$ cat src/rtl/axilite_wr_if.sv
// AXI-Lite write channel bundle (AW, W, B) used for both requester ports and the
// shared downstream port of axilite_wr_arbiter.
interface axilite_wr_if #(
  parameter int ADDR_WIDTH = 64,
  parameter int DATA_WIDTH = 64
);
  logic [ADDR_WIDTH-1:0]   awaddr;
  logic                    awvalid;
  logic                    awready;
  logic [DATA_WIDTH-1:0]   wdata;
  logic [DATA_WIDTH/8-1:0] wstrb;
  logic                    wvalid;
  logic                    wready;
  logic [1:0]              bresp;
  logic                    bvalid;
  logic                    bready;

  modport master (
    output awaddr, awvalid, wdata, wstrb, wvalid, bready,
    input  awready, wready, bresp, bvalid
  );

  modport slave (
    input  awaddr, awvalid, wdata, wstrb, wvalid, bready,
    output awready, wready, bresp, bvalid
  );
endinterface

$ cat src/rtl/axilite_wr_arbiter.sv
// Two-requester AXI-Lite write arbiter: one AW/W/B transaction owns the downstream port at a time.
// Optional response watchdog enabled by defining AXILITE_WR_ARB_TIMEOUT_EN.
module axilite_wr_arbiter #(
  parameter int ADDR_WIDTH     = 64,
  parameter int DATA_WIDTH     = 64,
  parameter int TIMEOUT_CYCLES = 1024
) (
  input  logic       clk,
  input  logic       rst,
  axilite_wr_if.slave  s0,
  axilite_wr_if.slave  s1,
  axilite_wr_if.master m
);
  localparam int STRB_WIDTH = DATA_WIDTH / 8;

  typedef enum logic [1:0] {
    IDLE = 2'd0,
    XFER = 2'd1,
    RESP = 2'd2
  } state_t;

  state_t state, state_nxt;
  logic   grant, grant_nxt;            // 0 = s0 owns the port, 1 = s1
  logic   last_grant, last_grant_nxt;
  logic   aw_done, aw_done_nxt;
  logic   w_done, w_done_nxt;

  logic [ADDR_WIDTH-1:0] sel_awaddr;
  logic                  sel_awvalid;
  logic [DATA_WIDTH-1:0] sel_wdata;
  logic [STRB_WIDTH-1:0] sel_wstrb;
  logic                  sel_wvalid;
  logic                  sel_bready;

  logic       fwd_awready;
  logic       fwd_wready;
  logic       fwd_bvalid;
  logic [1:0] fwd_bresp;
  logic       aw_hs;
  logic       w_hs;

`ifdef AXILITE_WR_ARB_TIMEOUT_EN
  localparam int CNT_W = $clog2(TIMEOUT_CYCLES + 1);
  logic [CNT_W-1:0] tmo_cnt, tmo_cnt_nxt;
  logic             tmo_hit;
  assign tmo_hit = (tmo_cnt == CNT_W'(TIMEOUT_CYCLES));
`endif

  always_comb begin
    sel_awaddr  = grant ? s1.awaddr  : s0.awaddr;
    sel_awvalid = grant ? s1.awvalid : s0.awvalid;
    sel_wdata   = grant ? s1.wdata   : s0.wdata;
    sel_wstrb   = grant ? s1.wstrb   : s0.wstrb;
    sel_wvalid  = grant ? s1.wvalid  : s0.wvalid;
    sel_bready  = grant ? s1.bready  : s0.bready;
  end

  always_comb begin
    // NOTE: every signal written here gets a default first, so no path can infer a latch.
    state_nxt      = state;
    grant_nxt      = grant;
    last_grant_nxt = last_grant;
    aw_done_nxt    = aw_done;
    w_done_nxt     = w_done;
    m.awaddr       = '0;
    m.awvalid      = 1'b0;
    m.wdata        = '0;
    m.wstrb        = '0;
    m.wvalid       = 1'b0;
    m.bready       = 1'b1;
    fwd_awready    = 1'b0;
    fwd_wready     = 1'b0;
    fwd_bvalid     = 1'b0;
    fwd_bresp      = 2'b00;
    aw_hs          = 1'b0;
    w_hs           = 1'b0;
`ifdef AXILITE_WR_ARB_TIMEOUT_EN
    tmo_cnt_nxt    = tmo_cnt;
`endif

    unique case (state)
      IDLE: begin
        if (s0.awvalid || s1.awvalid) begin
          // Tie goes to whoever was not served last.
          grant_nxt = (s0.awvalid && s1.awvalid) ? ~last_grant : s1.awvalid;
          state_nxt = XFER;
        end
      end

      XFER: begin
        m.awaddr    = sel_awaddr;
        m.wdata     = sel_wdata;
        m.wstrb     = sel_wstrb;
        m.awvalid   = sel_awvalid & ~aw_done;
        m.wvalid    = sel_wvalid & ~w_done;
        fwd_awready = m.awready;
        fwd_wready  = m.wready;
        aw_hs       = sel_awvalid & ~aw_done & m.awready;
        w_hs        = sel_wvalid & ~w_done & m.wready;
        aw_done_nxt = aw_done | aw_hs;
        w_done_nxt  = w_done | w_hs;
        if (aw_done_nxt && w_done_nxt) begin
          state_nxt = RESP;
`ifdef AXILITE_WR_ARB_TIMEOUT_EN
          tmo_cnt_nxt = '0;
`endif
        end
      end

      RESP: begin
        fwd_bvalid = m.bvalid;
        fwd_bresp  = m.bresp;
        m.bready   = sel_bready;
`ifdef AXILITE_WR_ARB_TIMEOUT_EN
        // Watchdog fired: answer SLVERR ourselves and drain anything downstream sends.
        if (tmo_hit) begin
          fwd_bvalid = 1'b1;
          fwd_bresp  = 2'b10;
          m.bready   = 1'b1;
        end else if (!m.bvalid) begin
          tmo_cnt_nxt = tmo_cnt + CNT_W'(1);
        end
`endif
        if (fwd_bvalid && sel_bready) begin
          state_nxt      = IDLE;
          last_grant_nxt = grant;
          aw_done_nxt    = 1'b0;
          w_done_nxt     = 1'b0;
        end
      end

      default: state_nxt = IDLE;
    endcase
  end

  // Only the owner sees ready/response; the other requester is held quiet.
  always_comb begin
    s0.awready = fwd_awready & ~grant;
    s1.awready = fwd_awready & grant;
    s0.wready  = fwd_wready & ~grant;
    s1.wready  = fwd_wready & grant;
    s0.bvalid  = fwd_bvalid & ~grant;
    s1.bvalid  = fwd_bvalid & grant;
    s0.bresp   = grant ? 2'b00 : fwd_bresp;
    s1.bresp   = grant ? fwd_bresp : 2'b00;
  end

  // NOTE: state registers use non-blocking assignments so every flop samples pre-edge values.
  always_ff @(posedge clk or posedge rst) begin
    if (rst) begin
      state      <= IDLE;
      grant      <= 1'b0;
      last_grant <= 1'b1;
      aw_done    <= 1'b0;
      w_done     <= 1'b0;
`ifdef AXILITE_WR_ARB_TIMEOUT_EN
      tmo_cnt    <= '0;
`endif
    end else begin
      state      <= state_nxt;
      grant      <= grant_nxt;
      last_grant <= last_grant_nxt;
      aw_done    <= aw_done_nxt;
      w_done     <= w_done_nxt;
`ifdef AXILITE_WR_ARB_TIMEOUT_EN
      tmo_cnt    <= tmo_cnt_nxt;
`endif
    end
  end
endmodule

$ cat src/flat_wrapper.sv
// flat-port wrapper written by rule: the top's interface ports become plain ports
module axilite_wr_arbiter_flat 
#(
  parameter int ADDR_WIDTH     = 64,
  parameter int DATA_WIDTH     = 64,
  parameter int TIMEOUT_CYCLES = 1024
)
  (clk, rst, s0_awaddr, s0_awvalid, s0_wdata, s0_wstrb, s0_wvalid, s0_bready, s0_awready, s0_wready, s0_bresp, s0_bvalid, s1_awaddr, s1_awvalid, s1_wdata, s1_wstrb, s1_wvalid, s1_bready, s1_awready, s1_wready, s1_bresp, s1_bvalid, m_awaddr, m_awvalid, m_wdata, m_wstrb, m_wvalid, m_bready, m_awready, m_wready, m_bresp, m_bvalid);
  axilite_wr_if #(.ADDR_WIDTH(ADDR_WIDTH), .DATA_WIDTH(DATA_WIDTH)) s0_i ();
  axilite_wr_if #(.ADDR_WIDTH(ADDR_WIDTH), .DATA_WIDTH(DATA_WIDTH)) s1_i ();
  axilite_wr_if #(.ADDR_WIDTH(ADDR_WIDTH), .DATA_WIDTH(DATA_WIDTH)) m_i ();
  input  logic clk;
  input  logic rst;
  input wire logic [$bits(s0_i.awaddr)-1:0] s0_awaddr;
  input wire logic [$bits(s0_i.awvalid)-1:0] s0_awvalid;
  input wire logic [$bits(s0_i.wdata)-1:0] s0_wdata;
  input wire logic [$bits(s0_i.wstrb)-1:0] s0_wstrb;
  input wire logic [$bits(s0_i.wvalid)-1:0] s0_wvalid;
  input wire logic [$bits(s0_i.bready)-1:0] s0_bready;
  output wire logic [$bits(s0_i.awready)-1:0] s0_awready;
  output wire logic [$bits(s0_i.wready)-1:0] s0_wready;
  output wire logic [$bits(s0_i.bresp)-1:0] s0_bresp;
  output wire logic [$bits(s0_i.bvalid)-1:0] s0_bvalid;
  input wire logic [$bits(s1_i.awaddr)-1:0] s1_awaddr;
  input wire logic [$bits(s1_i.awvalid)-1:0] s1_awvalid;
  input wire logic [$bits(s1_i.wdata)-1:0] s1_wdata;
  input wire logic [$bits(s1_i.wstrb)-1:0] s1_wstrb;
  input wire logic [$bits(s1_i.wvalid)-1:0] s1_wvalid;
  input wire logic [$bits(s1_i.bready)-1:0] s1_bready;
  output wire logic [$bits(s1_i.awready)-1:0] s1_awready;
  output wire logic [$bits(s1_i.wready)-1:0] s1_wready;
  output wire logic [$bits(s1_i.bresp)-1:0] s1_bresp;
  output wire logic [$bits(s1_i.bvalid)-1:0] s1_bvalid;
  output wire logic [$bits(m_i.awaddr)-1:0] m_awaddr;
  output wire logic [$bits(m_i.awvalid)-1:0] m_awvalid;
  output wire logic [$bits(m_i.wdata)-1:0] m_wdata;
  output wire logic [$bits(m_i.wstrb)-1:0] m_wstrb;
  output wire logic [$bits(m_i.wvalid)-1:0] m_wvalid;
  output wire logic [$bits(m_i.bready)-1:0] m_bready;
  input wire logic [$bits(m_i.awready)-1:0] m_awready;
  input wire logic [$bits(m_i.wready)-1:0] m_wready;
  input wire logic [$bits(m_i.bresp)-1:0] m_bresp;
  input wire logic [$bits(m_i.bvalid)-1:0] m_bvalid;
  assign s0_i.awaddr = s0_awaddr;
  assign s0_i.awvalid = s0_awvalid;
  assign s0_i.wdata = s0_wdata;
  assign s0_i.wstrb = s0_wstrb;
  assign s0_i.wvalid = s0_wvalid;
  assign s0_i.bready = s0_bready;
  assign s0_awready = s0_i.awready;
  assign s0_wready = s0_i.wready;
  assign s0_bresp = s0_i.bresp;
  assign s0_bvalid = s0_i.bvalid;
  assign s1_i.awaddr = s1_awaddr;
  assign s1_i.awvalid = s1_awvalid;
  assign s1_i.wdata = s1_wdata;
  assign s1_i.wstrb = s1_wstrb;
  assign s1_i.wvalid = s1_wvalid;
  assign s1_i.bready = s1_bready;
  assign s1_awready = s1_i.awready;
  assign s1_wready = s1_i.wready;
  assign s1_bresp = s1_i.bresp;
  assign s1_bvalid = s1_i.bvalid;
  assign m_awaddr = m_i.awaddr;
  assign m_awvalid = m_i.awvalid;
  assign m_wdata = m_i.wdata;
  assign m_wstrb = m_i.wstrb;
  assign m_wvalid = m_i.wvalid;
  assign m_bready = m_i.bready;
  assign m_i.awready = m_awready;
  assign m_i.wready = m_wready;
  assign m_i.bresp = m_bresp;
  assign m_i.bvalid = m_bvalid;
  axilite_wr_arbiter #(.ADDR_WIDTH(ADDR_WIDTH), .DATA_WIDTH(DATA_WIDTH), .TIMEOUT_CYCLES(TIMEOUT_CYCLES)) u_core (.clk(clk), .rst(rst), .s0(s0_i), .s1(s1_i), .m(m_i));
endmodule
$ cat config.mk
export PLATFORM = sky130hd
export DESIGN_NAME = axilite_wr_arbiter_flat
export DESIGN_NICKNAME = d
export VERILOG_FILES = /design/src/rtl/axilite_wr_if.sv /design/src/rtl/axilite_wr_arbiter.sv /design/src/flat_wrapper.sv
export SDC_FILE = /design/constraint.sdc
export NUM_CORES = 1
export LEC_CHECK = 0
export BUFFER_PORTS_ARGS = -buffer_cell sky130_fd_sc_hd__buf_2
export CORE_AREA = 2 2 169 171
export CTS_BUF_LIST = sky130_fd_sc_hd__clkbuf_4
export DETAILED_ROUTE_END_ITERATION = 8
export DIE_AREA = 0 0 171 173
export RECOVER_POWER = 50
export SLEW_MARGIN = 20
export SYNTH_ARGS = -nofsm -noshare
export SYNTH_HDL_FRONTEND = slang
export SYNTH_SLANG_ARGS = --single-unit
$ cat constraint.sdc
create_clock -name clk -period 1.65 [get_ports clk]
set_input_delay 0.0825 -clock clk [delete_from_list [all_inputs] [get_ports clk]]
set_output_delay 0.0825 -clock clk [all_outputs]
set_load 0.03 [all_outputs]
=== Yosys cells after proc, flatten, opt, wreduce, memory -nomap -nowiden ===
Cells that the tools add are included.

* Bitwise gates (word level): 16
* Equal/unequal tests: 5
* Multiplexer cells: 26
* Reduce and logical (&&, ||, !) cells: 10

{| class="wikitable"
|+ Operator list
! kind !! count
|-
| 64-bit two-way mux || 4
|-
| 8-bit two-way mux || 2
|-
| 2-bit two-way mux || 6
|-
| 1-bit two-way mux || 11
|-
| 1-bit bitwise AND || 10
|-
| 2-bit by 1-bit != test with 1-bit output (second input constant) || 3
|-
| 2-bit case mux with 3 select lines || 1
|-
| 2-bit AND reduction || 3
|-
| 1-bit NOT || 4
|-
| 1-bit case mux with 2 select lines || 2
|-
| 1-bit logical AND || 3
|-
| 3-bit AND reduction || 1
|-
| 2-bit by 1-bit == test with 1-bit output (second input constant) || 1
|-
| 2-bit == test (second input constant) || 1
|-
| 2-bit logical NOT || 1
|-
| 1-bit bitwise OR || 2
|-
| 2-bit nonzero test || 1
|-
| 1-bit logical OR || 1
|}

* Bits in registers: 6
* Logic and storage cells: 62
* Output and inout port bits: 149

=== Logic depth before layout (Yosys ltp) ===
Gate-level depths: netlist of the first run.

* Depth after elaboration: 7
* Gate-level depth with buffers: 6

=== Worst setup path after synthesis of the first run ===
No wires, ideal clock.

* Path kind: reg-to-output
* Start point: reg u_core.state[1]
* End point: out m_awvalid
* Required time: 1.567 ns
* Cell stages (with the launch flop): 6
* Path slack: -0.080 ns
* Arrival: 1.647 ns
* Buffers on the path: 3
* Cells stage by stage: dfrtp_1 -> buf_6 -> nand2b_1 -> buf_2 -> buf_2 -> nor3b_1

* Word-level cells in the longest chain between the ends: 2

{| class="wikitable"
|+ Ends and longest elaborated chain
! item !! RTL line !! RTL
|-
| start: declaration || axilite_wr_arbiter.sv:22 || <nowiki>state_t state, state_nxt;</nowiki>
|-
| start signal: assignment || axilite_wr_arbiter.sv:160 || <nowiki>state <= state_nxt;</nowiki>
|-
| 2-bit by 1-bit == test with 1-bit output || axilite_wr_arbiter.sv:81 || <nowiki>unique case (state)</nowiki>
|-
| 1-bit two-way mux || axilite_wr_arbiter.sv:81 ||
|-
| end: declaration || flat_wrapper.sv:35 || <nowiki>output wire logic [$bits(m_i.awvalid)-1:0] m_awvalid;</nowiki>
|}

Every way passes these cells.

=== Final worst setup path of the first run ===
* Start point: reg u_core.grant
* End point: out m_awaddr[20]

* Word-level cells in the longest chain between the ends: 2

{| class="wikitable"
|+ Ends and longest elaborated chain
! item !! RTL line !! RTL
|-
| start: declaration || axilite_wr_arbiter.sv:23 || <nowiki>logic grant, grant_nxt;</nowiki>
|-
| start signal: assignment || axilite_wr_arbiter.sv:161 || <nowiki>grant <= grant_nxt;</nowiki>
|-
| 64-bit two-way mux || axilite_wr_arbiter.sv:50 || <nowiki>sel_awaddr = grant ? s1.awaddr : s0.awaddr;</nowiki>
|-
| 64-bit two-way mux || axilite_wr_arbiter.sv:81 ||
|-
| end: declaration || flat_wrapper.sv:34 || <nowiki>output wire logic [$bits(m_i.awaddr)-1:0] m_awaddr;</nowiki>
|}

Every way passes these cells.

==> results of run 1 <==
[sequential cells by signal, summed over array words and instances (netlist names)]
register and cells:
u_core.aw_done 1, u_core.grant 1, u_core.last_grant 1, u_core.state 2
u_core.w_done 1
[per-layer routing]
layer,up-vias,track usage [%],routed length (um)
li1,2092,-,-
met1,1889,8.428,5168
met2,295,17.96,7837
met3,24,2.541,1678
met4,6,2.860,340
met5,-,0,39
[cells by family (layout without fill, tap and decap cells)]
family,after synthesis,after routing
muxes,139,139
buffers and inverters,38,475
and+or+nand+nor,160,160
AOI/OAI and AO/OA,13,13
other,0,2
DFF,6,6
[how the worst max path moves through the flow]
stage	from	end	slack [ns]	depth (start not counted)
final	u_core.grant$_DFFE_PP0P_	m_awaddr[20]	-0.06	5
after global routing	u_core.grant$_DFFE_PP0P_	m_bready	-0.13	4
after CTS	u_core.grant$_DFFE_PP0P_	m_wdata[29]	-0.06	5
after detailed placement	u_core.grant$_DFFE_PP0P_	m_wdata[29]	0.12	5
after global placement	u_core.grant$_DFFE_PP0P_	m_wstrb[5]	0.12	5
after floorplan	u_core.state[1]$_DFFE_PP0P_	m_awvalid	-0.08	5
[worst max-delay path: stages, from the launching register on]
cell and delay (ns):
sky130_fd_sc_hd__dfrtp_4 0.55, sky130_fd_sc_hd__buf_16 0.20, sky130_fd_sc_hd__buf_4 0.16, sky130_fd_sc_hd__mux2i_2 0.21, sky130_fd_sc_hd__nor2_1 0.06, sky130_fd_sc_hd__buf_2 0.18
[where the power goes]
| group | switching, mW | internal, mW | leakage [nW] |
|---|---|---|---|
| clock network | 0.0620 | 0.109 | 0.0184 |
| registers | 0.0958 | 0.227 | 0.0699 |
| logic | 7.25 | 4.49 | 3.13 |
[through the flow]
stage          hold WS, ns  util (%)  total power, mW
2_1_floorplan      -0.1273         -            8.179
5_1_grt             0.1147     20.65            12.94
3_3_place_gp       0.04734     18.73            10.71
3_5_place_dp       0.04413     18.73            10.81
6_report            0.1109     20.67            12.23
4_1_cts             0.1047     20.09            11.98
[repair_timing]
item,4_1_cts,5_1_grt
hold endpoints to repair,5,0
buffers inserted,2,3
setup endpoints to repair,100,142
cloned,2,0
hold buffers,1,0
resized for setup,86,47
[placed cells by master, fill, tap and decap left out, drive strengths merged]
cell	n
dfrtp	5
and3	4
dfstp	1
nor3	3
dlygate4sd3	1
clkbuf	10
a32o	1
inv	5
nand2b	1
nand3	1
nand2	5
o32ai	1
bufbuf	2
a41oi	1
o21ai	5
diode	2
a21oi	4
mux2i	137
nor3b	2
buf	457
o31a	1
nand3b	1
mux2	2
nor2	143
[final cells by class]
| class | instances | share of cell area (%) |
|---|---|---|
| tap | 378 | 8.280 |
| timing repair buffer | 466 | 49.20 |
| inverter | 5 | 0.3286 |
| clock buffer | 4 | 0.5257 |
| antenna | 2 | 0.08762 |
| multi-input combinational | 312 | 38.84 |
| sequential | 6 | 2.738 |
==> results.sh, run 1 <==
export IMPL_drc_errors=0
export IMPL_power_density_cell_area_nw_per_um2=2142
export IMPL_globalRouteOverflowTotal=0
export IMPL_grt_pass1_wl_mm=20.56
export IMPL_synth_compound_area_share_pct=3.140
export IMPL_setup_reg_to_reg_worst_slack_ns=0.20
export IMPL_synth_mux_area_share_pct=53.82
export IMPL_design_die_area_um2=29580
export IMPL_initial_core_util_pct=9.374
export IMPL_yosysTopAreaCell="sky130_fd_sc_hd__mux2i_1"
export IMPL_place_ws_ns=0.1213
export IMPL_clock_insertion_delay_worst_skew_ns=0.26
export IMPL_worst_setup_hold_path_clk_slew_ns=0.06
export IMPL_main_combinational_cell_family_by_area_after_synthesis="multiplexers"
export IMPL_yosysWarningCount=0
export IMPL_rsz0062_at_grt="true"
export IMPL_cts_root_to_sink_buffers=2
export IMPL_synth_main_ff_cell="sky130_fd_sc_hd__dfrtp_1"
export IMPL_numPlacedInstances=1159
export IMPL_fp_coreArea_um2=27630
export IMPL_area_delta_synth_final_pct=120.5
export IMPL_syn_mean_instance_area_um2=7.275
export IMPL_yosys_cell_count_top_type="sky130_fd_sc_hd__nor2_1"
export IMPL_drive_gt1_share_pct=61.79
export IMPL_design_final_nets=1079
export IMPL_result_of_the_run="complete, but fails checks"
export IMPL_fillerInstances=3075
export IMPL_maximum_number_of_pins_on_one_net_before_global_route_repair=82
export IMPL_post_drt_wl_per_cell_um=12.84
export IMPL_initialDrtViolationCount=109
export IMPL_first_global_vias=4067
export IMPL_finalCritPeriodShare_pct=103.9
export IMPL_synth_xor_area_share_pct=0
export IMPL_syn_nets=641
export IMPL_whs_path_depth=2
export IMPL_std_cell_rows=61
export IMPL_rr_worst_depth=3
export IMPL_worstHoldStart="s1_awvalid"
export IMPL_regToRegEndpoint="u_core.state[1]$_DFFE_PP0P_"
export IMPL_dpl_instance_area_um2=5176
export IMPL_grt_antenna_before_repair=5
export IMPL_path_class="reg2out"
export IMPL_setup_tns_final_ns=-0.8588
export IMPL_detail_route_antenna_nets=0
export IMPL_setup_viol=42
export IMPL_die_height_um=173
export IMPL_viasPerCell=3.671
export IMPL_synth_cells=356
export IMPL_worst_endpoint_arrival_ns=1.63
export IMPL_buffer_ports_inserted=433
export IMPL_period_needed_ns=1.714
export IMPL_tritoncts="yes"
export IMPL_critPathRequiredTime_ns=1.57
export IMPL_end_kind="output pin"
export IMPL_irDropWorstVdd_mv=0.7847
export IMPL_detailroute_via_count=4306
export IMPL_worst_path_max_fanout=19
export IMPL_seqCellArea_um2=156.4
export IMPL_cts_sinks=6
export IMPL_grt_use_total_pct=8.915
export IMPL_max_cap_violations=0
export IMPL_violations="setup timing"
export IMPL_yosysTopAreaCellShare_pct=52.95
export IMPL_maxSlewHeadroom_pct=75.02
export IMPL_power_leakage_nw=3.220
export IMPL_synth_edff_count=0
export IMPL_fmaxAchievable_ghz=0.5833
export IMPL_adder_and_majority_gate_portion_of_the_synthesized_area_pct=0
export IMPL_post_route_cell_area_um2=5712
export IMPL_instances_no_fill=1173
export IMPL_whs_endpoint="u_core.grant$_DFFE_PP0P_"
export IMPL_post_synth_most_frequent_cells="sky130_fd_sc_hd__nor2_1 (143), sky130_fd_sc_hd__mux2i_1 (137), sky130_fd_sc_hd__buf_6 (12)"
export IMPL_post_route_worst_setup_slack_ns=-0.06437
export IMPL_yosys_top_cells_area="sky130_fd_sc_hd__mux2i_1 (53%), sky130_fd_sc_hd__nor2_1 (21%), sky130_fd_sc_hd__buf_6 (5.2%)"
export IMPL_timing_rr_start="u_core.grant$_DFFE_PP0P_"
export IMPL_final_hold_viol_count=0
export IMPL_yosys_register_bits=6
export IMPL_final_max_slew_viol_count=0
export IMPL_hold_path_class="in2reg"
export IMPL_clock_root_buffer="sky130_fd_sc_hd__clkbuf_4"
export IMPL_htreeDepth=1
export IMPL_detailedRoute_firstPassIterationCount=4
export IMPL_inserted_clock_buffers=3
export IMPL_seq_area_frac_synth_pct=5.845
export IMPL_max_slew_worst_pin_slew_ns=0.3747
export IMPL_synth_cell_type_count=23
export IMPL_routed_wirelength_mm=15.06
export IMPL_startpoint_type="flip-flop"
export IMPL_synthesis_area_um2=2590
export IMPL_num_io_pins=434
export IMPL_place_hpwl_mm=12.73
export IMPL_post_route_skew_ns=0.01211
export IMPL_multi_input_comb_area_um2=2218
export IMPL_synth_simple_gate_area_share_pct=24.30
export IMPL_postSynth_asyncResetShare_pct=100.0
export IMPL_die_width_um=171
export IMPL_finalWeightedCongestion=0.7749
No activity file was read; power rests on OpenSTA's default activity.
==> inputs of run 2 (changes only) <==
- MAX_ROUTING_LAYER: not set -> met4
- PLACE_DENSITY_LB_ADDON: not set -> 0.3
==> run 2 against run 1 <==
Net effect:
- the flow still finishes with violations (setup timing)
- sequential share of layout area barely moved
- setup slack gained 0.040 ns
- final cell count grew 0.51%
- flip-flop and latch count unchanged
- fmax increased by 2.4%
- sequential power hardly changed
- die area unchanged
- clock power down 4%
- non-clock buffer count is 6 higher
- clock skew down 0.0079 ns
- via count down 2.2%
- register-to-register slack gained 0.02 ns
- largest power group unchanged
==> results.sh, run 2 (same netlist as run 1, synthesis figures left out) <==
export IMPL_timing_critical_path_from="u_core.grant$_DFFE_PP0P_"
export IMPL_tritoncts="yes"
export IMPL_finalWeightedCongestion=0.7884
export IMPL_worst_setup_hold_path_clk_slew_ns=0.05
export IMPL_whs_endpoint="u_core.last_grant$_DFFE_PP1P_"
export IMPL_initial_core_util_pct=9.374
export IMPL_detailroute_via_count=4213
export IMPL_power_leakage_nw=3.254
export IMPL_timing_rr_start="u_core.grant$_DFFE_PP0P_"
export IMPL_htreeDepth=1
export IMPL_power_density_cell_area_nw_per_um2=2169
export IMPL_globalRouteOverflowTotal=0
export IMPL_startpoint_type="flip-flop"
export IMPL_drive_gt1_share_pct=61.45
export IMPL_largest_reg_flops=2
export IMPL_mostFrequentLayoutCells="sky130_fd_sc_hd__buf_2 (335), sky130_fd_sc_hd__nor2_1 (143), sky130_fd_sc_hd__mux2i_1 (132), sky130_fd_sc_hd__buf_4 (107), sky130_fd_sc_hd__clkbuf_4 (12)"
export IMPL_num_io_pins=434
export IMPL_post_route_cell_area_um2=5779
export IMPL_dpl_instance_area_um2=5229
export IMPL_initialDrtViolationCount=92
export IMPL_max_slew_worst_pin_slew_ns=0.3457
export IMPL_detail_route_antenna_nets=0
export IMPL_worst_endpoint_arrival_ns=1.59
export IMPL_post_route_util_pct=20.92
export IMPL_inserted_clock_buffers=3
export IMPL_clock_root_buffer="sky130_fd_sc_hd__clkbuf_4"
export IMPL_violations="setup timing"
export IMPL_maximum_number_of_pins_on_one_net_before_global_route_repair=72
export IMPL_setup_reg_to_reg_worst_slack_ns=0.22
export IMPL_final_hold_viol_count=0
export IMPL_cts_sinks=6
export IMPL_fmaxAchievable_ghz=0.5972
export IMPL_max_flop_register="u_core.state"
export IMPL_end_kind="output pin"
export IMPL_worstHoldStart="s0_bready"
export IMPL_die_height_um=173
export IMPL_maxSlewHeadroom_pct=76.96
export IMPL_buffer_ports_inserted=433
export IMPL_rsz0062_at_grt="true"
export IMPL_worst_path_max_fanout=16
export IMPL_critPathRequiredTime_ns=1.57
export IMPL_die_width_um=171
export IMPL_clock_insertion_delay_worst_skew_ns=0.25
export IMPL_fp_coreArea_um2=27630
export IMPL_finalCritPeriodShare_pct=101.5
export IMPL_first_global_vias=4040
export IMPL_rr_worst_depth=5
export IMPL_routed_wirelength_mm=15.38
export IMPL_place_hpwl_mm=12.54
export IMPL_post_route_skew_ns=0.004162
export IMPL_whs_path_depth=4
export IMPL_detailedRoute_firstPassIterationCount=6
export IMPL_drc_errors=0
export IMPL_post_route_worst_setup_slack_ns=-0.02439
export IMPL_std_cell_rows=61
export IMPL_period_needed_ns=1.674
export IMPL_grt_use_total_pct=9.010
export IMPL_path_class="reg2out"
export IMPL_regToRegEndpoint="u_core.aw_done$_DFFE_PP0P_"
export IMPL_post_drt_wl_per_cell_um=13.05
export IMPL_cts_root_to_sink_buffers=2
export IMPL_final_max_slew_viol_count=0
export IMPL_max_cap_violations=0
export IMPL_design_final_nets=1085
export IMPL_grt_pass1_wl_mm=20.46
export IMPL_setup_viol=14
export IMPL_result_of_the_run="complete, but fails checks"
export IMPL_viasPerCell=3.573
export IMPL_grt_antenna_before_repair=2
export IMPL_hold_path_class="in2reg"
export IMPL_irDropWorstVdd_mv=0.9577
export IMPL_design_die_area_um2=29580
export IMPL_layout_cells_most_common="sky130_fd_sc_hd__buf_2"
export IMPL_area_delta_synth_final_pct=123.1
export IMPL_fillerInstances=3148
run 2: changes by cell type in the layout (fill, tap and decap cells not counted), moves of 3 or more:
cell / delta
sky130_fd_sc_hd__clkbuf_4: +3
sky130_fd_sc_hd__buf_12: +5
sky130_fd_sc_hd__buf_4: +16
sky130_fd_sc_hd__buf_6: -6
sky130_fd_sc_hd__mux2i_1: +4
sky130_fd_sc_hd__buf_2: -13
run 2: final cells by class:
type                    instances  area, um^2  share of cell area [%]
diodes                          2       5.005                 0.08660
clock buffers                   4       30.03                  0.5196
inverters                       5       21.27                  0.3680
multi-input cells             312        2173                   37.61
flip-flops and latches          6       156.4                   2.706
well taps                     378       473.0                   8.184
repair buffers                472        2920                   50.53
run 2: how the worst max path moves through the flow:
stage	to	slack, ns	depth (start not counted)
final	m_wdata[0]	-0.02	5
after global routing	m_wdata[46]	-0.12	5
after CTS	m_wdata[39]	-0.09	5
after detailed placement	m_wdata[39]	0.18	5
after global placement	m_awaddr[2]	0.20	5
after floorplan	m_awvalid	-0.08	5
run 2: what timing repair did:
action | in CTS | in global routing
endpoints found under the setup margin | 68 | 124
hold buffers | 1 | 0
pin swaps | 1 | 1
resized for setup | 57 | 104
setup buffers | 0 | 10
cloned | 0 | 3
endpoints found under the hold margin | 5 | 0
run 2: where the power goes:
part	internal, mW	switching [mW]
combinational	4.70	7.34
clock	0.108	0.0565
sequential	0.227	0.0991
total	5.04	7.50
run 2: per-layer routing:
layer  GRT usage [%]  share of wire, %  wire (um)  vias up
met5               -                 0          0        -
met4           1.130              0.67        103        0
met3           1.900               9.4       1441        9
met2           18.38                54       8355      263
met1           8.680                36       5483     1837
li1                -                 -          -     2104
run 2: critical path, stage by stage, from the launching register on:
cell	delay (ns)
sky130_fd_sc_hd__dfrtp_4	0.53
sky130_fd_sc_hd__buf_16	0.19
sky130_fd_sc_hd__buf_4	0.15
sky130_fd_sc_hd__mux2i_2	0.20
sky130_fd_sc_hd__nor2_1	0.07
sky130_fd_sc_hd__clkbuf_4	0.18
run 2: per-stage QoR:
| step | worst slack [ns] | total power, mW | hold WS (ns) | setup TNS (ns) | instances |
|---|---|---|---|---|---|
| finish | -0.02439 | 12.53 | 0.1674 | -0.1604 | 1179 |
| global route | -0.1244 | 13.31 | 0.1977 | -8.777 | 1179 |
| CTS | -0.08805 | 11.72 | 0.1651 | -3.079 | 1164 |
| detailed placement | 0.1838 | 11.07 | 0.07770 | 0 | 1159 |
| global placement | 0.1963 | 11.11 | 0.07524 | 0 | 1159 |
| floorplan | -0.07955 | 8.179 | -0.1273 | -0.1591 | 356 |
